## config.mk

```make
export PLATFORM = sky130hd
export DESIGN_NAME = writeback_regfile
export DESIGN_NICKNAME = d
export VERILOG_FILES = /design/src/rtl/writeback_regfile.sv
export SDC_FILE = /design/constraint.sdc
export NUM_CORES = 1
export LEC_CHECK = 0
export BUFFER_PORTS_ARGS = -buffer_cell sky130_fd_sc_hd__buf_2
export CORE_MARGIN = 3
export CORE_UTILIZATION = 45
export CTS_BUF_LIST = sky130_fd_sc_hd__clkbuf_4
export DETAILED_ROUTE_END_ITERATION = 12
export SETUP_SLACK_MARGIN = 0.1
export SLEW_MARGIN = 10
export SYNTH_ARGS = -nofsm -noshare
export SYNTH_HDL_FRONTEND = slang
export SYNTH_SLANG_ARGS = --single-unit
export TNS_END_PERCENT = 20
```

## constraint.sdc

```tcl
create_clock -name clk -period 4.4 [get_ports clk]
set_input_delay 0.88 -clock clk [delete_from_list [all_inputs] [get_ports clk]]
set_output_delay 0.88 -clock clk [all_outputs]
set_load 0.01 [all_outputs]
```

## src/rtl/writeback_regfile.sv

```systemverilog
// Writeback register file with same-cycle write bypass and a
// per-register pending-write scoreboard that drives decode stall.
module writeback_regfile #(
    parameter  int DATA_W    = 16,
    parameter  int REG_COUNT = 16,
    parameter  int PS_W      = 4,
    parameter  int PEND_W    = 2,
    localparam int AW        = $clog2(REG_COUNT)
) (
    input  logic              clk,
    input  logic              rst_n,
    input  logic              wb_valid,
    input  logic              wb_reg_write,
    input  logic [AW-1:0]     wb_reg_addr,
    input  logic [DATA_W-1:0] wb_reg_data,
    input  logic              wb_ps_write,
    input  logic [PS_W-1:0]   wb_ps_data,
    input  logic [AW-1:0]     rd_addr_a,
    input  logic [AW-1:0]     rd_addr_t,
    output logic [DATA_W-1:0] rd_data_a,
    output logic [DATA_W-1:0] rd_data_t,
    output logic [PS_W-1:0]   ps_out,
    input  logic              iss_valid,
    input  logic              iss_reg_write,
    input  logic [AW-1:0]     iss_dest,
    input  logic              iss_use_t,
    output logic              stall,
    output logic              err_underflow
);

    localparam logic [PEND_W-1:0] PEND_MAX = '1;
    localparam logic [PEND_W-1:0] PEND_ONE = PEND_W'(1);

    logic [DATA_W-1:0] r_regs [REG_COUNT];
    logic [PEND_W-1:0] r_pend [REG_COUNT];
    logic [PS_W-1:0]   r_ps;
    logic              r_err;

    logic              w_commit;
    logic              w_ps_commit;
    logic              w_accept;
    logic              w_stall;
    logic [PEND_W-1:0] w_eff_a;
    logic [PEND_W-1:0] w_eff_t;
    logic [PEND_W-1:0] w_pend_nxt [REG_COUNT];
    logic              w_inc;
    logic              w_hit;

    assign w_commit    = wb_valid & wb_reg_write & (wb_reg_addr != '0);
    assign w_ps_commit = wb_valid & wb_ps_write;
    assign w_accept    = iss_valid & ~w_stall & iss_reg_write
                       & (iss_dest != '0);

    // Read ports: R0 hardwired to zero, same-cycle commit bypasses the array
    always_comb begin
        rd_data_a = '0;
        rd_data_t = '0;
        if (rd_addr_a != '0) begin
            if (w_commit && (wb_reg_addr == rd_addr_a))
                rd_data_a = wb_reg_data;
            else
                rd_data_a = r_regs[rd_addr_a];
        end
        if (rd_addr_t != '0) begin
            if (w_commit && (wb_reg_addr == rd_addr_t))
                rd_data_t = wb_reg_data;
            else
                rd_data_t = r_regs[rd_addr_t];
        end
    end

    // Effective pending count: a commit this cycle already retires one write
    always_comb begin
        w_eff_a = r_pend[rd_addr_a];
        w_eff_t = r_pend[rd_addr_t];
        if (w_commit && (wb_reg_addr == rd_addr_a) && (w_eff_a != '0))
            w_eff_a = w_eff_a - PEND_ONE;
        if (w_commit && (wb_reg_addr == rd_addr_t) && (w_eff_t != '0))
            w_eff_t = w_eff_t - PEND_ONE;
    end

    // Hazard stall: RAW on either source, or destination counter saturated
    always_comb begin
        w_stall = 1'b0;
        if (w_eff_a != '0)
            w_stall = 1'b1;
        if (iss_use_t && (w_eff_t != '0))
            w_stall = 1'b1;
        if (iss_reg_write && (r_pend[iss_dest] == PEND_MAX))
            w_stall = 1'b1;
    end

    // Next pending counts: issue and commit to one register cancel out
    always_comb begin
        w_inc = 1'b0;
        w_hit = 1'b0;
        for (int i = 0; i < REG_COUNT; i++) begin
            w_pend_nxt[i] = r_pend[i];
            w_inc = w_accept && (iss_dest == AW'(i));
            w_hit = w_commit && (wb_reg_addr == AW'(i));
            if (w_inc && !w_hit)
                w_pend_nxt[i] = r_pend[i] + PEND_ONE;
            else if (w_hit && !w_inc && (r_pend[i] != '0))
                w_pend_nxt[i] = r_pend[i] - PEND_ONE;
        end
    end

    // Architectural state: registers, status, counters, sticky underflow
    always_ff @(posedge clk) begin
        if (!rst_n) begin
            for (int i = 0; i < REG_COUNT; i++) begin
                r_regs[i] <= '0;
                r_pend[i] <= '0;
            end
            r_ps  <= '0;
            r_err <= 1'b0;
        end else begin
            if (w_commit)
                r_regs[wb_reg_addr] <= wb_reg_data;
            if (w_ps_commit)
                r_ps <= wb_ps_data;
            if (w_commit && (r_pend[wb_reg_addr] == '0))
                r_err <= 1'b1;
            for (int i = 0; i < REG_COUNT; i++)
                r_pend[i] <= w_pend_nxt[i];
        end
    end

    assign stall         = w_stall;
    assign ps_out        = r_ps;
    assign err_underflow = r_err;

endmodule

```

# Word level (Yosys, flattened, before mapping)
# Memory sizes are Yosys's and may differ from the RTL's.
# Cells that the tools add are included.
op_classes:
  n_eq_ne: 33
  n_mux: 65
  add_sub_neg: 34
  n_reduce_logical: 147
  bitwise_logic: 23
ops:
  columns: ["cell", "count"]
  rows:
  - ["2-bit 2-to-1 mux", 50]
  - ["1-bit logical AND", 87]
  - ["16-bit 2-to-1 mux", 5]
  - ["4-bit equality test (second input constant)", 16]
  - ["2-bit nonzero test", 20]
  - ["2-bit by 1-bit subtractor with 2-bit output (second input constant)", 18]
  - ["2-bit by 1-bit adder with 2-bit output (second input constant)", 16]
  - ["4-bit by 3-bit equality test with 1-bit output (second input constant)", 8]
  - ["1-bit zero test", 32]
  - ["4-bit by 2-bit equality test with 1-bit output (second input constant)", 4]
  - ["1-bit OR", 16]
  - ["4-bit nonzero test", 4]
  - ["16-bit OR reduction", 1]
  - ["1-bit 2-to-1 mux", 9]
  - ["4-bit by 1-bit equality test with 1-bit output (second input constant)", 2]
  - ["4-bit equality test", 2]
  - ["4-bit zero test", 2]
  - ["1-bit AND", 6]
  - ["4-bit 2-to-1 mux", 1]
  - ["2-bit equality test (second input constant)", 1]
  - ["2-bit zero test", 1]
  - ["1-bit NOT", 1]
totals:
  input_bits: 44
  word_cells: 306
  memories: 2
  ramBits: 288
  register_bits: 5
mem_list:
  columns: ["name", "words", "width", "rd", "rd_ports_with_merged_regs", "write_ports", "line", "text"]
  rows:
  - ["r_regs", 16, 16, 2, 0, 16, "34", "logic [DATA_W-1:0] r_regs [REG_COUNT];"]
  - ["r_pend", 16, 2, 20, 0, 16, "35", "logic [PEND_W-1:0] r_pend [REG_COUNT];"]

# Longest topological paths before layout
logic_depth:
  ltp_word: 20
  depth_mapped: 15
  depth_no_buf: 12

# Worst setup path after synthesis
# No wires, ideal clock.
synth_path:
  path_kind: "input -> output"
  start: "in rd_addr_t[0]"
  end: "out stall"
  n_path_buf: 4
  t_arrival_ps: 3538
  stages: 11
  slack_ps: -18
  cell_sequence: "clkbuf_1 -> buf_1 -> buf_1 -> o21ai_0 -> ha_1 -> nor3_1 -> nand2_1 -> a32o_1 -> o21a_2 -> buf_2 -> nand2_1"
synth_between:
  elab_chain_cells: 8
  elab_cells_between_ends: 11
  classes_between: "add/sub: 1; eq/ne: 1; mux: 3; reduce/logical: 5; memory: 1"
synth_rtl:
  columns: ["element", "line", "text"]
  rows:
  - ["start: declaration", "19", "input logic [AW-1:0] rd_addr_t,"]
  - ["parallel branches: the longest is 3 deep, another holds memory read 16 x 2 bit", null, null]
  - ["2-bit 2-to-1 mux *", "78", "if (w_commit && (wb_reg_addr == rd_addr_t) && (w_eff_t != '0))"]
  - ["2-bit nonzero test *", "87", "if (iss_use_t && (w_eff_t != '0))"]
  - ["1-bit logical AND *", "87", null]
  - ["1-bit 2-to-1 mux *", "87", null]
  - ["1-bit 2-to-1 mux *", "89", "if (iss_reg_write && (r_pend[iss_dest] == PEND_MAX))"]
  - ["end: declaration", "27", "output logic stall,"]
# Every way passes the cells marked *.

# Worst setup path in the final report
layout_path:
  start: "in rd_addr_t[2]"
  end: "out stall"
# Same word-level chain as after synthesis.

==> flow_summary_export.csv <==
group,metric,value,unit
status,status,"finished clean",
critical_path,reg2regPathDepth,12,
cts,cts.sink_count,293,
routing,drt.antenna.violating_nets,0,
cts,cts.path.max_buffers,3,
synthesis,synth-compound-area-share,4.048,%
job,drv_cap,0,
worst_hold_path,hp-start,"wb_ps_data[1]",
cts,h-tree-depth,3,
global_routing,grt_max_degree,69,
synthesis,synthXorXnorAreaFrac,0.6127,%
critical_path,crit_type,"primary input to output pin",
synthesis,synth_simple_gate_area_share,16.19,%
global_routing,grt_pass1_vias,12490,
synthesis,yosys.area.top_type,"edfxtp_1",
floorplanning,io_pins,82,
cells_and_area,fillerInstances,3188,
power_and_ir_drop,p_per_area,343.7,nW/µm²
placed_design,dpl.hpwl,34270,µm
critical_path,path_max_fanout,10,
sta,min_period_over_period,95.74,%
floorplanning,fp.dieH,201.2,µm
cells_and_area,area.sequential,8461,µm²
power_and_ir_drop,p_sw_share,26.25,%
routing,wl_met3,4637,µm
synthesis,synth_area_leaders,"edfxtp_1, mux4_2, and2_1, dfxtp_1, mux2i_1",
power_and_ir_drop,peakVddDrop,0.1646,mV
routing,wl_met1,21840,µm
cells_and_area,final_nets,1455,
critical_path,end_kind,"output pin",
synthesis,yosysTopAreaCellShare,44.81,%
routing,met2_length,26040,µm
placed_design,port-buffer-count,81,
routing,wirelength,54270,µm
sta,fin_worst_skew,0.03599,ns
cells_and_area,layout-drive-gt1-share,35.08,%
cts,numCtsBuffers,83,
routing,vias,12250,
routing,viasPerCell,6.197,
sta,fmax,237.4,MHz
synthesis,synthAdderAreaFrac,0.1459,%
synthesis,yosysSeqAreaShare,49.13,%
cts,clk_latency,0.73,ns
worst_hold_path,min_to,"ps_out[1]",
routing,drt_iter0_markers,1288,
worst_hold_path,min_path_cells,3,
power_and_ir_drop,power.leakage,7.372,nW
routing,drc,0,
cts,cts_root_buffer,"clkbuf_4",
sta,min_period,4.212,ns
sta,worstMarginPinSlew,1.203,ns
power_and_ir_drop,seqPwrFrac,47.7,%
synthesis,ys_async_sr_fraction,0,%
floorplanning,die-area,40500,µm²
sta,rsz0062_at_grt,"false",
critical_path,crit_required,3.52,ns
sta,hold_viol,0,
synthesis,syn_area,17150,µm²
global_routing,antenna_found_initial,2,
floorplanning,die_w,201.2,µm
floorplanning,rows,70,
synthesis,synth_cell_type_count,58,
power_and_ir_drop,power.total,6.760,mW
power_and_ir_drop,p_comb_share,14.0,%
placed_design,place.gp.congestion,0.9285,
synthesis,synthFlopType,"edfxtp_1",
global_routing,grt_pass1_wl,80630,µm
sta,finalSetupViolations,0,
cts,tritoncts,"built",
synthesis,synthCells,1269,
sta,slew_headroom,19.52,%
synthesis,syn_area_per_cell,13.52,µm²
routing,top_layer,"met4",
critical_path,timing.rr.start,"r_pend[14][1]",
power_and_ir_drop,p_sw,1.775,mW
worst_hold_path,hp-class,"primary input to flop",
synthesis,synth_edf_count,256,
cells_and_area,multi_input_area,8342,µm²
routing,wl_per_cell,27.46,µm
global_routing,gr-total-overflow,0,
synthesis,synth_mux_area_share,26.83,%
synthesis,synth_top_family_by_area,"multiplexers",
routing,first_pass_iters,5,
cts,clk_transition_reported_paths,0.05,ns
sta,drv_slew,0,
critical_path,cp-start-kind,"primary input",
critical_path,worstPathArrival,3.33,ns
global_routing,track_usage,26.84,%
cells_and_area,area_delta_synth_final,14.67,%
synthesis,ys_ff_latch,293,
power_and_ir_drop,clkPwrFrac,38.2,%
floorplanning,coreArea,37050,µm²
critical_path,reg2reg_slack,0.91,ns
power_and_ir_drop,p_int,4.985,mW
floorplanning,start_util,46.30,%
critical_path,reg2reg_to,"r_pend[11][1]",
cells_and_area,utilization,53.09,%
synthesis,ys_warn_count,0,
[area by class of cell]
type	count	area share, %
Clock inverter	17	0.5280
Sequential cell	293	43.01
Inverter	12	0.2290
Tap cell	504	3.206
Antenna cell	1	0.01272
Multi-Input combinational cell	860	42.41
Timing Repair Buffer	159	5.642
Clock buffer	130	4.962
[layer usage]
metal | up-vias | GRT usage [%]
met5 | - | 0
li1 | 5266 | -
met4 | 0 | 9.669
met2 | 615 | 43.08
met3 | 117 | 5.711
met1 | 6248 | 36.46
[placed cells by master (no fill, tap or decap), types with 4 or more instances in the layout]
cell / netlist / layout
dfxtp_1: 37 / 23
and4_1: 8 / 8
nor2_1: 80 / 80
mux2i_1: 47 / 47
a21o_1: 5 / 5
buf_2: 13 / 75
a211oi_1: 10 / 10
nor4_1: 6 / 4
and2_1: 198 / 198
dfxtp_2: 0 / 8
or3_1: 6 / 6
conb_1: 1 / 16
xor2_1: 9 / 9
nand4_1: 14 / 14
a21oi_1: 21 / 21
mux4_2: 182 / 182
nand2b_1: 7 / 7
dfxtp_4: 0 / 6
nand2_1: 49 / 47
inv_1: 11 / 10
nor3_1: 25 / 24
and3_1: 48 / 48
clkbuf_4: 0 / 130
o21ai_0: 19 / 17
a41oi_1: 4 / 4
clkinv_1: 0 / 11
a31oi_1: 10 / 10
buf_4: 0 / 75
buf_12: 0 / 8
inv_2: 1 / 4
edfxtp_1: 256 / 256
nor2b_1: 14 / 14
nand3_1: 31 / 31
a2111oi_0: 4 / 4
[worst max-delay path by stage]
stage | slack [ns] | start | end | cells after the start
finish | 0.19 | rd_addr_t[2] | stall | 12
global route | 0.08 | r_pend[11][0] | stall | 11
CTS | 0.16 | rd_addr_t[2] | stall | 11
detailed placement | -0.07 | rd_addr_t[2] | stall | 11
global placement | 0.01 | rd_addr_t[2] | stall | 12
floorplan | 0.17 | rd_addr_t[0] | rd_data_t[5] | 7
[registers in the layout (all words and copies together), names as in the netlist]
name / count
r_pend: 32
ps_out: 4
err_underflow: 1
r_regs: 256
[repair_timing]
action,4_1_cts,5_1_grt
endpoints found under the setup margin,1,1
gates resized for setup,25,11
hold buffers,0,0
pin swaps,2,4
buffers inserted,3,2
[synth_stat cells, types with 4 or more instances]
library cell / n
edfxtp_1: 256
and2_1: 198
mux4_2: 182
clkbuf_1: 87
nor2_1: 80
nand2_1: 49
and3_1: 48
mux2i_1: 47
dfxtp_1: 37
nand3_1: 31
nor3_1: 25
a21oi_1: 21
o21ai_0: 19
buf_1: 17
nand4_1: 14
nor2b_1: 14
buf_2: 13
inv_1: 11
a211oi_1: 10
a31oi_1: 10
xor2_1: 9
and4_1: 8
nand2b_1: 7
nor4_1: 6
or3_1: 6
a21o_1: 5
a2111oi_0: 4
a41oi_1: 4
[critical path, stage by stage]
cell and delay, ns:
buf_4 0.18, mux2i_1 0.14, mux4_2 0.48, nor2b_1 0.17, or2_4 0.27, ha_4 0.16
nor3_4 0.18, nand2_2 0.11, o41ai_4 0.34, o21a_2 0.23, nand2_4 0.07, buf_6 0.14
[per-stage QoR]
step                      hold WS (ns)  cell area (µm²)  cells  TNS [ns]  setup slack (ns)
after floorplan                 0.4388            17210   1284         0            0.1664
after global placement          0.4413            18450   1823         0           0.01083
after detailed placement        0.4492            18450   1823  -0.09921          -0.06521
after CTS                       0.3762            19600   1973         0            0.1575
after global routing            0.3950            19670   1976         0           0.08259
final                           0.4314            19670   1976         0            0.1876
[cells by family (layout without fill, tap and decap cells)]
group | after synthesis | after routing
AOI/OAI and AO/OA | 98 | 98
xor gates and xnor gates | 12 | 12
adders and majority gates | 2 | 2
buffers and inverters | 131 | 318
DFF | 293 | 293
muxes | 232 | 232
other | 1 | 17
and+or+nand+nor | 500 | 500
[power groups by stage]
stage / Sequential (mW) / Clock, mW / Combinational (mW)
after detailed placement: 3.29 / 0 / 0.934
final: 3.23 / 2.58 / 0.949
after global routing: 3.24 / 2.82 / 1.00
after CTS: 3.22 / 2.64 / 0.938
after floorplan: 3.26 / 0 / 0.602
after global placement: 3.28 / 0 / 0.930
Power figures use the tool's default switching activity.
